File: config.mk
export PLATFORM = sky130hd
export DESIGN_NAME = im_fetch_ctrl
export DESIGN_NICKNAME = d
export VERILOG_FILES = /design/src/rtl/im_fetch_ctrl.sv
export SDC_FILE = /design/constraint.sdc
export NUM_CORES = 1
export LEC_CHECK = 0
export ABC_AREA = 1
export CORE_MARGIN = 8
export CORE_UTILIZATION = 35
export DETAILED_ROUTE_END_ITERATION = 8
export GPL_TIMING_DRIVEN = 0
export MAX_ROUTING_LAYER = met4
export SYNTH_ARGS = -nofsm -noshare
export SYNTH_HDL_FRONTEND = slang
export SYNTH_SLANG_ARGS = --single-unit
File: constraint.sdc
create_clock -name clk -period 4.8 [get_ports clk]
set_input_delay 0.48 -clock clk [delete_from_list [all_inputs] [get_ports clk]]
set_output_delay 0.48 -clock clk [all_outputs]
set_load 0.02 [all_outputs]
File: src/rtl/im_fetch_ctrl.sv
// im_fetch_ctrl: instruction-memory fetch controller.
// A single demand entry holds the last fetched word. Misses on legal,
// word-aligned addresses are fetched from backing memory through a
// registered mem_req/mem_addr handshake. Illegal addresses answer at once
// with a zero word, so the fetch stage can raise its own address error.
// Optional feature: define IM_PREFETCH_EN to add a next-word prefetch entry
// and a PF state that fetches A+4 after every demand fill of A.
module im_fetch_ctrl #(
    parameter logic [31:0] IM_ADDR_START = 32'h0000_3000,
    parameter logic [31:0] IM_ADDR_END   = 32'h0000_3FFC
) (
    input  logic        clk,
    input  logic        reset,
    input  logic [31:0] IAddr,
    output logic [31:0] IRData,
    output logic        IReady,
    input  logic        inv,
    output logic        mem_req,
    output logic [31:0] mem_addr,
    input  logic        mem_ack,
    input  logic [31:0] mem_rdata
);

`ifdef IM_PREFETCH_EN
    typedef enum logic [1:0] {IDLE, BUSY, PF} state_t;
`else
    typedef enum logic {IDLE, BUSY} state_t;
`endif

    state_t      state;

    // Demand entry
    logic        dvalid;
    logic [31:0] daddr;
    logic [31:0] ddata;

    // Set when an invalidate arrives while a request is in flight; the
    // returning word is then stale and must not be installed.
    logic        drop_fill;

`ifdef IM_PREFETCH_EN
    // Prefetch entry
    logic        pvalid;
    logic [31:0] paddr;
    logic [31:0] pdata;
    logic        p_hit;
    logic [31:0] pf_addr;
`endif

    logic        addr_legal;
    logic        d_hit;
    logic        any_hit;
    logic        fetch_miss;

    // An address is fetchable only inside the instruction window and aligned.
    function automatic logic is_legal(input logic [31:0] a);
        return (a >= IM_ADDR_START) && (a <= IM_ADDR_END) && (a[1:0] == 2'b00);
    endfunction

    assign addr_legal = is_legal(IAddr);

    // An invalidate in this cycle suppresses hits immediately.
    assign d_hit = dvalid && (daddr == IAddr) && !inv;

`ifdef IM_PREFETCH_EN
    assign p_hit   = pvalid && (paddr == IAddr) && !inv;
    assign any_hit = d_hit || p_hit;
    assign pf_addr = mem_addr + 32'd4;
`else
    assign any_hit = d_hit;
`endif

    // A legal address that nothing buffered can answer needs a memory read.
    assign fetch_miss = addr_legal && !any_hit && !inv;

    // Answer the fetch stage from buffered state only; mem_ack never reaches IReady.
    always_comb begin
        IReady = 1'b0;
        IRData = 32'd0;
        if (!addr_legal) begin
            IReady = 1'b1;
        end else if (d_hit) begin
            IReady = 1'b1;
            IRData = ddata;
`ifdef IM_PREFETCH_EN
        end else if (p_hit) begin
            IReady = 1'b1;
            IRData = pdata;
`endif
        end
    end

    // Request FSM, memory handshake registers and buffered entries.
    always_ff @(posedge clk or posedge reset) begin
        if (reset) begin
            state     <= IDLE;
            mem_req   <= 1'b0;
            mem_addr  <= 32'd0;
            dvalid    <= 1'b0;
            daddr     <= 32'd0;
            ddata     <= 32'd0;
            drop_fill <= 1'b0;
`ifdef IM_PREFETCH_EN
            pvalid    <= 1'b0;
            paddr     <= 32'd0;
            pdata     <= 32'd0;
`endif
        end else begin
            if (inv) begin
                dvalid <= 1'b0;
`ifdef IM_PREFETCH_EN
                pvalid <= 1'b0;
`endif
            end

            case (state)
                IDLE: begin
                    // Acks arriving here belong to nothing and are ignored.
                    if (fetch_miss) begin
                        state     <= BUSY;
                        mem_req   <= 1'b1;
                        mem_addr  <= IAddr;
                        drop_fill <= 1'b0;
                    end
                end

                BUSY: begin
                    // The request runs to completion even if IAddr moves away;
                    // the new address is looked at again once back in IDLE.
                    if (inv) begin
                        drop_fill <= 1'b1;
                    end
                    if (mem_ack) begin
                        mem_req <= 1'b0;
                        state   <= IDLE;
                        if (!drop_fill && !inv) begin
                            dvalid <= 1'b1;
                            daddr  <= mem_addr;
                            ddata  <= mem_rdata;
                        end
`ifdef IM_PREFETCH_EN
                        if (!drop_fill && !inv && is_legal(pf_addr)) begin
                            state     <= PF;
                            mem_req   <= 1'b1;
                            mem_addr  <= pf_addr;
                            drop_fill <= 1'b0;
                        end
`endif
                    end
                end

`ifdef IM_PREFETCH_EN
                PF: begin
                    // A demand miss during a prefetch waits here; IDLE then
                    // re-evaluates it, possibly hitting the word just fetched.
                    if (inv) begin
                        drop_fill <= 1'b1;
                    end
                    if (mem_ack) begin
                        mem_req <= 1'b0;
                        state   <= IDLE;
                        if (!drop_fill && !inv) begin
                            pvalid <= 1'b1;
                            paddr  <= mem_addr;
                            pdata  <= mem_rdata;
                        end
                    end
                end
`endif

                default: begin
                    state   <= IDLE;
                    mem_req <= 1'b0;
                end
            endcase
        end
    end

endmodule

# --- Word-level counts from Yosys, hierarchy flattened ---
# Cells that the tools add are included.
classes:
  muxes: 17
  multipliers: 0
  order_cmp: 2
  div: 0
  n_bitwise: 1
  add_sub_neg: 0
  reduce_logical: 15
  n_eq_ne: 4
  n_shift: 0
op_table:
  columns: ["op", "n"]
  rows:
  - ["32-bit 2-to-1 mux", 2]
  - ["32-bit equality test", 1]
  - ["32-bit by 14-bit >= comparator with 1-bit output, second input constant", 1]
  - ["32-bit by 14-bit <= comparator with 1-bit output, second input constant", 1]
  - ["1-bit 2-to-1 mux", 12]
  - ["1-bit logical AND", 7]
  - ["2-bit inequality test, second input constant", 3]
  - ["1-bit one-hot mux with 2 select lines", 3]
  - ["2-bit AND reduction", 3]
  - ["1-bit logical NOT", 3]
  - ["3-bit AND reduction", 1]
  - ["2-bit logical NOT", 1]
  - ["1-bit inverter", 1]
word_totals:
  rom_bits: 0
  ramBits: 0
  latchBits: 0
  n_memories: 0
  register_bits: 100

# --- Longest topological paths before layout ---
# Gate-level depths: netlist of run 1.
depth:
  ltp_word: 8
  depth_mapped: 13
  ltp_nobuf: 12

# --- Worst setup path after synthesis of run 1 ---
# No wires, ideal clock.
synth_timing:
  kind: "input to output"
  from: "input port IAddr[21]"
  to: "output port IRData[11]"
  cell_stages: 8
  slack_ns: 2.574
  arrival_ns: 1.746
  path_cell_list: "nor2_1 nand3_1 nor4_2 nand2_1 nor2_4 inv_2 buf_2 nor3_1"
synth_between:
  elab_chain_len: 5
synth_lines:
  columns: ["element", "line", "rtl"]
  rows:
  - ["start, declared", "14", "input logic [31:0] IAddr,"]
  - ["branches (longest 4 deep; another with 32-bit by 14-bit >= comparator with 1-bit output)", null, null]
  - ["32-bit 2-to-1 mux *", "80", "if (!addr_legal) begin"]
  - ["end, declared", "15", "output logic [31:0] IRData,"]
# Mark *: on every way between the ends.

# --- Worst setup path in the final report of run 1 ---
layout_timing:
  from: "input port IAddr[0]"
  to: "output port IRData[20]"
# The elaborated chain is that of the path after synthesis.

==> results of run 1 <==
[worst max-delay path by stage]
stage | from | end | depth (start not counted)
after floorplan | reset | daddr[0] | 1
after global placement | reset | ddata[6] | 2
after detailed placement | IAddr[0] | IRData[20] | 11
after CTS | IAddr[0] | IRData[20] | 11
after global routing | IAddr[14] | IRData[20] | 11
final | IAddr[0] | IRData[20] | 11
[kinds of logic after synthesis]
kind of cell / after synthesis / share of synthesized area, %
xor gates and xnor gates: 16 / 3.09
buffers and inverters: 100 / 9.16
muxes: 29 / 7.20
AOI/OAI and AO/OA: 40 / 4.47
DFF: 100 / 55.2
and+or+nand+nor: 224 / 20.9
[power groups by stage]
stage               logic [mW]  clock network [mW]  registers (mW)
global placement         0.141                   0           0.893
detailed placement       0.147                   0           0.893
finish                   0.146               0.718           0.877
global route             0.162               0.773           0.879
floorplan               0.0642                   0           0.890
CTS                      0.148               0.737           0.877
[synthesized netlist by cell type]
| master | n |
|---|---|
| nand3_1 | 2 |
| xnor2_1 | 15 |
| buf_2 | 14 |
| nor4_1 | 1 |
| nand3b_1 | 1 |
| o21ai_0 | 4 |
| clkbuf_1 | 5 |
| xor2_1 | 1 |
| nor3_2 | 1 |
| buf_6 | 3 |
| nor2_4 | 1 |
| nor3_1 | 20 |
| inv_1 | 72 |
| nor2_2 | 1 |
| a21oi_1 | 33 |
| nand2_1 | 118 |
| nand4_1 | 11 |
| mux2_2 | 29 |
| o22ai_1 | 2 |
| dfrtp_1 | 100 |
| inv_2 | 6 |
| nor2_1 | 64 |
| or2_2 | 1 |
| nand3_4 | 1 |
| o21ai_1 | 1 |
| nor4_2 | 1 |
| nand3_2 | 1 |
[per-layer routing]
metal	vias to the layer above	part of all wire, %	track usage (%)
li1	1865	-	-
met1	1759	44	19.7
met2	78	49	26.5
met3	12	5.1	3.02
met4	0	1.5	5.46
met5	-	0	-
[layout make-up]
type | count | area, um2
inverters | 78 | 295
clock inverters | 4 | 50.0
repair buffers | 134 | 1360
flip-flops and latches | 100 | 2500
plain buffers | 22 | 123
multi-input cells | 309 | 1620
well taps | 172 | 215
fillers | 1215 | 6210
clock buffers | 11 | 243
[tightest hold or removal path, cell delays in order, from the launching register on]
cell	delay, ns
dfrtp_1	0.34
inv_1	0.05
nand2_1	0.05
[flip-flops by register name, indices dropped and copies added (netlist names)]
name / cells
state: 1
daddr: 32
mem_req: 1
dvalid: 1
ddata: 32
drop_fill: 1
mem_addr: 32
[stage by stage]
step	area (um2)	util, %	hold slack (ns)
6_report	6410	50.8	0.476
5_1_grt	6410	50.8	0.507
4_1_cts	6410	50.8	0.483
3_5_place_dp	6110	48.4	0.468
3_3_place_gp	6080	48.2	0.455
2_1_floorplan	4540	-	0.443
==> flow_metrics.tcl, run 1 <==
set metrics [dict create \
    drc_errors 0 \
    p_sw_uw 381 \
    place_ws_ns 1.32 \
    gp_congestion 0.819 \
    clkLatencyLatePin_ns 0.34 \
    crit_arrival_ns 2.99 \
    cap_violations 0 \
    area_delta_synth_final_pct 41.2 \
    synth_top_area_cell "dfrtp_1" \
    io_pins 134 \
    rr_endpoint "mem_addr[5]" \
    row_count 41 \
    pwr-share-comb_pct 8.4 \
    cp_top_family "buffers and inverters" \
    die_h_um 130 \
    grt_antenna_before_repair 0 \
    first_pass_iters 4 \
    hold_start "mem_addr[12]" \
    seq_area_frac_synth_pct 55.2 \
    grt_pass1_vias 3921 \
    holdPathEnd "mem_addr[12]" \
    cpPeakStageDelay_ns 0.64 \
    synth_fp_nets 577 \
    syn_area_um2 4540 \
    slew_headroom_pct 60.9 \
    cp_cell_sequence "clkdlybuf4s50_1 > nand2_1 > nand2_1 > nand2_1 > nor2_1 > nand2_1 > nor2_1 > nand3_2 > buf_2 > nor3_1 > clkdlybuf4s50_1" \
    p_leak_nw 3.18 \
    finClkSkew_ns 0.00746 \
    initial_core_util_pct 36.0 \
    power.density_nw_per_um2 272 \
    vdd_drop_max_mv 0.140 \
    track_usage_pct 16.1 \
    seqPwrFrac_pct 50.4 \
    total_power_mw 1.74 \
    dieArea_um2 16900 \
    yosys-top-cells-area "dfrtp_1 55%, nand2_1 9.8%, mux2_2 7.2%" \
    num_vias 3714 \
    status "finished, final reports clean" \
    ant_nets 0 \
    drt_iter0_drc 169 \
    cts.repair.resized 0 \
    reg2reg_slack_ns 2.92 \
    grt_pass1_wl_um 20400 \
    fmax_mhz 289 \
    wl_um 12800 \
    crit_type "input port to output port" \
    cell_internal_pwr_mw 1.36 \
    core-area_um2 12600 \
    stdcell_count 830 \
    yosys.cell_types.count 27 \
    final_cell_mix "133 x clkdlybuf4s50_1, 118 x nand2_1, 100 x dfrtp_1, 71 x inv_1, 64 x nor2_1" \
    fin_nets 722 \
    rsz0062_at_grt "false" \
    drive_above_1_share_pct 11.4 \
    switching_share_pct 21.9 \
    fin_crit_sh_pct 72.2 \
    ys_seq_elements 100 \
    ys_warn_count 0 \
    path_max_fanout 10 \
    htree_levels 3 \
    tightestPinTransition_ns 0.587 \
    worstSetupEndpointType "output port" \
    cts_buffer_depth 2 \
    slowest_stage "clkdlybuf4s50_1" \
    cp_common_cell "nand2_1" \
    cts.sinks 100 \
    path_buf_inv 3 \
    reg2reg_depth 12 \
    cts_hold_buf 0 \
    antenna_cells 0 \
    holdPathStages 2 \
    setup_viol 0 \
    cp.required_ns 4.32 \
    clk_pin_slew_ns 0.06 \
    start_kind "input port" \
    cts_tree "built" \
    overflow 0 \
    grt_max_degree 67 \
    fin_setup_tns_ns 0 \
    finalWorstSetupSlack_ns 1.33 \
    period_needed_ns 3.47 \
    drt-vias-per-instance 4.47 \
    dp_hpwl_um 9780 \
    clkPwrFrac_pct 41.2 \
    routedWlPerCell_um 15.4 \
    root_buffer "clkbuf_16" \
    layout_commonest_cell "clkdlybuf4s50_1" \
    dp.cells 815 \
    min_path_type "register to register" \
    syn_area_per_cell_um2 8.91 \
    cts_setup_buffers 0 \
    hold_viol 0 \
    final_max_slew_viol_count 0 \
    synthCells 509 \
    synth_top_area_share_pct 55.2 \
    io_buffers 133 \
    timing.rr.start "daddr[0]" \
    cts_buffers 9 \
    die_x_um 130 \
]
Power figures use the tool's default switching activity.
==> run 2: changes to the inputs <==
==> constraint.sdc (replaced) <==
create_clock -name clk -period 3 [get_ports clk]
set_input_delay 0.3 -clock clk [delete_from_list [all_inputs] [get_ports clk]]
set_output_delay 0.3 -clock clk [all_outputs]
set_load 0.02 [all_outputs]
==> run 2 against run 1 <==
First-iteration DRC count fell by 12%. Power increased by 60%. Die area did not move. Core utilization increased by 0.38 points. Critical path depth fell by 1. Cell count is 0.12% higher. Sequential share of layout area down 0.29 points. Register-to-register slack got worse by 1.7 ns. Sequential power grew 60%. Global-route usage about the same. Flip-flop and latch count did not move. Combinational power is 60% higher. Highest routed layer unchanged.
==> flow_metrics.tcl, run 2 (synthesized netlist as in run 1, its figures left out) <==
set metrics [dict create \
    overflow 0 \
    grt_pass1_wl_um 20500 \
    grt_antenna_before_repair 0 \
    first_pass_iters 5 \
    row_count 41 \
    drc_errors 0 \
    finalWorstSetupSlack_ns 0.126 \
    grt_pass1_vias 3927 \
    crit_arrival_ns 2.57 \
    layout_commonest_cell "nand2_1" \
    crit_type "input port to output port" \
    die_h_um 130 \
    p_leak_nw 3.57 \
    root_buffer "clkbuf_16" \
    cts_buffers 9 \
    vdd_drop_max_mv 0.225 \
    slew_headroom_pct 61.8 \
    track_usage_pct 16.2 \
    cts.sinks 100 \
    grt_max_degree 67 \
    dp.cells 815 \
    initial_core_util_pct 36.0 \
    clk_pin_slew_ns 0.06 \
    fin_nets 723 \
    io_buffers 133 \
    htree_levels 3 \
    reg_top3 "daddr (32), ddata (32), mem_addr (32)" \
    fillers 1209 \
    area_delta_synth_final_pct 42.3 \
    cap_violations 0 \
    final_area_um2 6450 \
    path_max_fanout 10 \
    wl_um 12800 \
    cts_buffer_depth 2 \
    fin_setup_tns_ns 0 \
    io_pins 134 \
    fmax_mhz 348 \
    worstSetupEndpointType "output port" \
    core-area_um2 12600 \
    ant_nets 0 \
    final_max_slew_viol_count 0 \
    setup_viol 0 \
    dieArea_um2 16900 \
    drive_above_1_share_pct 11.7 \
    drt-vias-per-instance 4.49 \
    rsz0062_at_grt "false" \
    power.density_nw_per_um2 432 \
    stdcell_count 831 \
    cts_tree "built" \
    num_vias 3729 \
    tightestPinTransition_ns 0.573 \
    final_cell_mix "118 x nand2_1, 102 x clkdlybuf4s50_1, 100 x dfrtp_1, 71 x inv_1, 63 x nor2_1" \
    status "finished, final reports clean" \
    drt_iter0_drc 149 \
    fin_crit_sh_pct 95.8 \
    finClkSkew_ns 0.00736 \
    start_kind "input port" \
    clkLatencyLatePin_ns 0.34 \
    total_power_mw 2.79 \
    hold_viol 0 \
    antenna_cells 0 \
    dp_hpwl_um 9780 \
    die_x_um 130 \
    place_ws_ns -0.123 \
    period_needed_ns 2.87 \
    routedWlPerCell_um 15.5 \
    post_dp_cell_area_um2 6110 \
    cp.required_ns 2.70 \
    min_path_type "input port to async pin" \
    cts_hold_buf 0 \
    gp_congestion 0.819 \
]
run 2: area by class of cell:
type	instances	area (um2)	area share, %
Sequential cell	100	2500	38.8
Multi-Input combinational cell	309	1630	25.2
Timing Repair Buffer	135	1390	21.6
Inverter	78	295	4.58
Clock buffer	11	243	3.76
Tap cell	172	215	3.33
Buffer	22	128	1.98
Clock inverter	4	50.0	0.775
run 2: path summary, 6_finish.rpt:
| kind | startpoint | endpoint | slack (ns) | cells after the start |
|---|---|---|---|---|
| setup / recovery | IAddr[21] | IRData[31] | 0.13 | 10 |
| hold / removal | reset | mem_addr[30] | 0.33 | 2 |
| setup reg to reg | daddr[9] | mem_addr[5] | 1.23 | 10 |
| hold reg to reg | mem_addr[12] | mem_addr[12] | 0.48 | 2 |
| max in group asynchronous | reset | ddata[24] | 1.98 | 3 |
| min in group clk | mem_addr[12] | mem_addr[12] | 0.48 | 2 |
run 2: power by group:
| group | leakage, nW | internal (mW) | switching, mW |
|---|---|---|---|
| registers | 1.23 | 1.39 | 0.0159 |
| logic | 2.20 | 0.124 | 0.109 |
| clock network | 0.138 | 0.664 | 0.487 |
run 2: per-layer routing:
metal	track usage, %	part of all wire, %	vias up
met5	-	0	-
met4	5.46	1.6	0
met3	3.06	5.1	12
met2	26.6	49	77
met1	19.6	44	1772
li1	-	-	1868
run 2: through the flow:
step | hold slack [ns] | util, %
6_report | 0.333 | 51.1
5_1_grt | 0.373 | 51.1
4_1_cts | 0.349 | 50.8
3_5_place_dp | 0.468 | 48.4
3_3_place_gp | 0.455 | 48.2
2_1_floorplan | 0.381 | -
run 2: critical path, stage by stage:
cell and delay, ns:
clkdlybuf4s50_1 0.45, nor2_1 0.14, nand3_1 0.09, nor4_2 0.20, nand2_1 0.14, nor2_4 0.25
buf_4 0.24, nand2_1 0.07, nor2_1 0.08, clkdlybuf4s50_1 0.61
run 2: repair_timing:
action                                  4_1_cts  5_1_grt
gates resized for setup                      16       20
pin swaps                                     1        1
endpoints found under the setup margin       32       18
setup buffers                                 1        0
